### config.mk
export PLATFORM = sky130hd
export DESIGN_NAME = reg_file_mp
export DESIGN_NICKNAME = d
export VERILOG_FILES = /design/src/rtl/rf_pkg.sv /design/src/rtl/rf_scoreboard.sv /design/src/rtl/reg_file_mp.sv
export SDC_FILE = /design/constraint.sdc
export NUM_CORES = 2
export LEC_CHECK = 0
export ABC_AREA = 1
export CORE_MARGIN = 2
export CORE_UTILIZATION = 45
export DETAILED_ROUTE_END_ITERATION = 12
export PLACE_DENSITY_LB_ADDON = 0.15
export SLEW_MARGIN = 20
export SYNTH_ARGS = -nofsm -noshare
export SYNTH_HDL_FRONTEND = slang
export SYNTH_SLANG_ARGS = --single-unit
### constraint.sdc
create_clock -name clk -period 3.2 [get_ports clk]
set_input_delay 0.64 -clock clk [delete_from_list [all_inputs] [get_ports clk]]
set_output_delay 0.64 -clock clk [all_outputs]
set_load 0.01 [all_outputs]
### src/rtl/rf_pkg.sv
// Shared types and default sizing for the multi-port register file.
package rf_pkg;

    typedef enum logic {RF_IDLE, RF_CLEAR} rf_clr_state_e;

    localparam int RF_XLEN_DEF  = 32;
    localparam int RF_DEPTH_DEF = 32;

endpackage

### src/rtl/rf_scoreboard.sv
// Per-register pending bits: set by issue, cleared by writeback or clear sweep,
// looked up once per read port.
module rf_scoreboard
    import rf_pkg::*;
#(
    parameter  int DEPTH    = RF_DEPTH_DEF,
    parameter  int NUM_RD   = 2,
    parameter  int ZERO_REG = 1,
    localparam int AW       = $clog2(DEPTH)
) (
    input  logic              clk,
    input  logic              rst_n,
    input  logic              set_vld_i,
    input  logic [AW-1:0]     set_addr_i,
    input  logic              wb_vld_i,
    input  logic [AW-1:0]     wb_addr_i,
    input  logic              sweep_vld_i,
    input  logic [AW-1:0]     sweep_addr_i,
    input  logic [AW-1:0]     raddr_i [NUM_RD],
    output logic [NUM_RD-1:0] pend_o
);

    logic [DEPTH-1:0] pending_q;
    logic [DEPTH-1:0] pending_d;

    // Set is applied last so a newer producer issued in the same cycle as
    // the older one's writeback keeps the register pending.
    always_comb begin
        pending_d = pending_q;
        if (wb_vld_i) begin
            pending_d[wb_addr_i] = 1'b0;
        end
        if (sweep_vld_i) begin
            pending_d[sweep_addr_i] = 1'b0;
        end
        if (set_vld_i) begin
            pending_d[set_addr_i] = 1'b1;
        end
        if (ZERO_REG != 0) begin
            pending_d[0] = 1'b0;
        end
    end

    always_ff @(posedge clk or negedge rst_n) begin
        if (!rst_n) begin
            pending_q <= '0;
        end else begin
            pending_q <= pending_d;
        end
    end

    always_comb begin
        pend_o = '0;
        for (int i = 0; i < NUM_RD; i++) begin
            pend_o[i] = pending_q[raddr_i[i]];
        end
    end

endmodule

### src/rtl/reg_file_mp.sv
// Multi-read-port register file with zero register, write bypass, pending
// scoreboard and a one-entry-per-cycle bulk clear sequencer.
module reg_file_mp
    import rf_pkg::*;
#(
    parameter  int XLEN     = RF_XLEN_DEF,
    parameter  int DEPTH    = RF_DEPTH_DEF,
    parameter  int NUM_RD   = 2,
    parameter  int BYPASS   = 1,
    parameter  int ZERO_REG = 1,
    localparam int AW       = $clog2(DEPTH)
) (
    input  logic              clk,
    input  logic              rst_n,
    input  logic              reg_wr,
    input  logic [AW-1:0]     waddr,
    input  logic [XLEN-1:0]   wdata,
    input  logic [AW-1:0]     raddr [NUM_RD],
    output logic [XLEN-1:0]   rdata [NUM_RD],
    output logic [NUM_RD-1:0] rbusy,
    input  logic              mark_vld,
    input  logic [AW-1:0]     mark_addr,
    input  logic              clr_req,
    output logic              clr_busy
);

    rf_clr_state_e    state_q;
    logic [AW-1:0]    idx_q;
    logic             clr_busy_q;
    logic [XLEN-1:0]  regs_q [DEPTH];

    logic              idle;
    logic              wr_ok;
    logic              mark_ok;
    logic              sweep;
    logic [NUM_RD-1:0] pend;

    assign idle    = (state_q == RF_IDLE);
    assign sweep   = !idle;
    assign wr_ok   = idle && reg_wr && !((ZERO_REG != 0) && (waddr == '0));
    assign mark_ok = idle && mark_vld && !((ZERO_REG != 0) && (mark_addr == '0));

    // Clear sequencer: one entry per cycle, exits after the last index.
    always_ff @(posedge clk or negedge rst_n) begin
        if (!rst_n) begin
            state_q    <= RF_IDLE;
            idx_q      <= '0;
            clr_busy_q <= 1'b0;
        end else begin
            case (state_q)
                RF_IDLE: begin
                    if (clr_req) begin
                        state_q    <= RF_CLEAR;
                        idx_q      <= '0;
                        clr_busy_q <= 1'b1;
                    end
                end
                RF_CLEAR: begin
                    if (idx_q == AW'(DEPTH - 1)) begin
                        state_q    <= RF_IDLE;
                        idx_q      <= '0;
                        clr_busy_q <= 1'b0;
                    end else begin
                        idx_q <= idx_q + 1'b1;
                    end
                end
            endcase
        end
    end

    assign clr_busy = clr_busy_q;

    always_ff @(posedge clk or negedge rst_n) begin
        if (!rst_n) begin
            for (int k = 0; k < DEPTH; k++) begin
                regs_q[k] <= '0;
            end
        end else if (sweep) begin
            regs_q[idx_q] <= '0;
        end else if (wr_ok) begin
            regs_q[waddr] <= wdata;
        end
    end

    rf_scoreboard #(
        .DEPTH    (DEPTH),
        .NUM_RD   (NUM_RD),
        .ZERO_REG (ZERO_REG)
    ) u_scoreboard (
        .clk          (clk),
        .rst_n        (rst_n),
        .set_vld_i    (mark_ok),
        .set_addr_i   (mark_addr),
        .wb_vld_i     (wr_ok),
        .wb_addr_i    (waddr),
        .sweep_vld_i  (sweep),
        .sweep_addr_i (idx_q),
        .raddr_i      (raddr),
        .pend_o       (pend)
    );

    // wr_ok already excludes the clear sweep and the hardwired zero register.
    always_comb begin
        for (int i = 0; i < NUM_RD; i++) begin
            rdata[i] = regs_q[raddr[i]];
            rbusy[i] = pend[i];
            if ((ZERO_REG != 0) && (raddr[i] == '0)) begin
                rdata[i] = '0;
            end
            if ((BYPASS != 0) && wr_ok && (waddr == raddr[i])) begin
                rdata[i] = wdata;
                rbusy[i] = 1'b0;
            end
        end
    end

endmodule

==> results by group <==
Cells and area
  • Commonest non-fill, non-tap cell in the layout: nand2_1
  • Most frequent cells in the layout: nand2_1, o21ai_0, dfrtp_1
  • Final net count: 10910
  • Synthesis-to-layout area growth: 27.90%
  • Final Non-Filler Cells: 13020
  • Final core occ: 0.5792
  • Share of layout cells above drive strength 1: 0.1655

Yosys
  • Mean Syn Cell Area: 6.671 µm²
  • Count of cell types in the netlist: 29
  • YS warnings: 0
  • Syn nets: 10650
  • Post-synthesis sequential area ratio: 0.3761
  • Yosys reg bits: 1062
  • Mapped cell area: 0.07066 mm²
  • Cells after Synth: 10590

Drt
  • DRC: 0
  • Wire per inst: 31.11 µm
  • Drt pass-1 iters: 8
  • Initial DRC Count: 16390
  • DRT Wirelength: 405000 µm
  • Via count: 86090
  • Drt via density: 6.612
  • Remaining antenna violation count: 0

Global routing
  • First-pass GRT wire length: 573000 µm
  • Vias in the first global route: 78610
  • Initial antenna violation count: 31
  • GRT met3 Usage: 0.2358
  • GRT Util Overall: 0.4850
  • Total global routing overflow: 0
  • Met1 usage: 0.6313
  • Most Used Layer, Global Route: met2
  • GR Util met2: 0.6502
  • Largest net degree at the start of global routing: 133

Placed design
  • Port bufs: 123
  • Hpwl dp: 247900 µm
  • GPL Wtd Cong: 1.031
  • Placed cells: 12600

Worst setup path
  • WP buf/inv: 5
  • Crit-path slowest cell: nand3_1
  • Worst r2r src: state_q$_DFF_PN0_
  • CP top delay family: simple AND/OR/NAND/NOR gates
  • Setup Crit Path Kind: in -> out
  • Slowest stage delay, CP: 0.27 ns
  • Worst setup startpoint: raddr[0]
  • CP Max Fanout: 13
  • Crit path top cell by count: nand3_1
  • Critical path cell sequence: buf_16 -> buf_12 -> buf_16 -> buf_4 -> nand2_1 -> o211ai_1 -> nand3_1 -> nand2_2 -> nand3_1 -> nand3_1 -> nand2_1 -> buf_2
  • Startpoint types: input port
  • Worst setup EP type: primary output
  • Worst path arrival time: 2.63 ns
  • Critical Path RT: 2.56 ns

STA
  • Worst Tran Pin Value: 1.102 ns
  • Setup tns final: -0.8888 ns
  • Max Freq: 305.6 MHz
  • Unrepaired setup endpoints after global routing: yes
  • Normalized max-slew margin: 0.2656
  • Final setup viols: 31
  • Final hold viol count: 0
  • Setup WS post-layout: -0.07184 ns
  • Fin crit period: 3.272 ns
  • Max Clock Skew: 0.01942 ns
  • Tcrit/Tclk final: 1.022
  • Final max-slew violation count: 0

Floorplan
  • Chip width: 400.2 µm
  • Die area: 0.1602 mm²
  • Boundary Pins: 124
  • Initial Utilization: 0.4528
  • Core ar.: 0.1560 mm²
  • Die Y: 400.2 µm
  • Row count: 145

Clock tree
  • Clock transition at path regs: 0.06 ns
  • Clk Latency, worst-skew pair: 0.80 ns
  • Clock Tree Root: clkbuf_16
  • TritonCTS clock tree: yes
  • Clk buf depth: 3
  • CTS H-Tree Depth: 4
  • Clock sink count: 1062
  • Num CTS Buffers: 136

Flow run
  • MaxCap Viol Count: 0

Power and ir drop
  • Power after layout: 48.39 mW
  • P per Cell Area: 535.5 mW/mm²
  • LEAKAGE: 45.04 nW
  • VDD IR max: 0.6288 mV

Min path
  • Min-Delay Path Class: in -> async

Outcome
  • Failing checks: setup timing
  • Run status: finished, violations left
worst paths after layout:
kind                                       endpoint  cells after the start  slack, ns
max                                       rdata[15]                     12      -0.07
min                         regs_q[859]$_DFFE_PN0P_                      2       0.36
min in group clk           regs_q[1001]$_DFFE_PN0P_                      2       0.50
max in group asynchronous   regs_q[105]$_DFFE_PN0P_                      4       1.68
max reg2reg                 regs_q[267]$_DFFE_PN0P_                     11       0.34
min reg2reg                regs_q[1001]$_DFFE_PN0P_                      2       0.50
metrics by stage:
stage	hold WS, ns	instance area [µm²]	setup WS (ns)
finish	0.3599	90370	-0.07184
CTS	0.3788	89190	-0.1135
global route	0.3860	90350	-0.06361
detailed placement	0.4797	79880	-0.8563
floorplan	0.3444	70660	0.5076
global placement	0.4736	79880	-0.8365
per-layer routing:
| metal | share of wire | up-vias |
|---|---|---|
| li1 | - | 36320 |
| met1 | 0.37 | 41090 |
| met2 | 0.39 | 7215 |
| met3 | 0.18 | 1434 |
| met4 | 0.066 | 36 |
| met5 | 0.00081 | - |
area by class of cell:
cell class / instances / area, µm²
Tap cell: 2058 / 2575
Sequential cell: 1062 / 26580
Multi-Input combinational cell: 7632 / 39130
Fill cell: 14660 / 65660
Antenna cell: 7 / 17.52
Timing Repair Buffer: 1223 / 14540
Inverter: 796 / 3055
Clock inverter: 31 / 364.1
Clock buffer: 210 / 4099
Timing Repair inverter: 1 / 16.27
state kept, by name (all words and copies together), names as in the netlist:
signal and count:
clr_busy 1, idx_q 5, u_scoreboard.pending_q 31, state_q 1, regs_q 1024
kinds of logic after synthesis:
kind of cell | after synthesis | share of synthesized area
fa+ha+maj | 5 | 0.0008854
xor+xnor | 8 | 0.0009917
buf+inv | 1897 | 0.1040
flops | 1062 | 0.3761
simple gates | 4190 | 0.2399
compound gates | 3429 | 0.2781
worst register-to-register path, delay by kind of cell, from the launching register on:
kind / cells / cell delay (ns)
AOI/OAI and AO/OA: 1 / 0.09
buffers and inverters: 6 / 1.22
DFF: 1 / 0.42
and+or+nand+nor: 4 / 0.99
where the power goes:
part           internal, mW  total (mW)  switching [mW]
clock                  9.29        16.0            6.69
combinational          5.48        16.6            11.1
sequential             14.8        15.8            1.02
total                  29.6        48.4            18.8
synth_stat cells:
master,count,area [µm²]
nand2_1,3007,11290
o21ai_0,1147,5741
dfrtp_1,1062,26580
a21oi_1,892,4464
nand3_1,880,4404
clkbuf_1,843,3164
inv_1,786,2950
a22oi_1,681,5112
a31oi_1,313,1958
nor2_1,274,1028
o21ai_1,241,1206
buf_2,174,870.8
o211ai_1,150,1126
buf_1,81,304.0
inv_2,8,30.03
nor3_1,8,40.04
xnor2_1,7,61.31
ha_1,5,62.56
nand3_2,5,50.05
nand4_1,5,31.28
nor3_2,5,50.05
buf_4,3,22.52
nor2_2,3,18.77
o22ai_1,3,18.77
a21boi_2,2,22.52
clkinv_1,2,7.510
nor3_4,2,32.53
or2_2,1,6.260
xor2_1,1,8.760
what timing repair did:
item / in CTS / in global routing
pin swaps: 48 / 72
resized for setup: 796 / 310
endpoints found under the hold margin: 33 / 0
hold buffers: 1 / 0
setup buffers: 123 / 25
setup endpoints to repair: 66 / 66
gates cloned: 51 / 12
(Power assumes the default switching activity.)
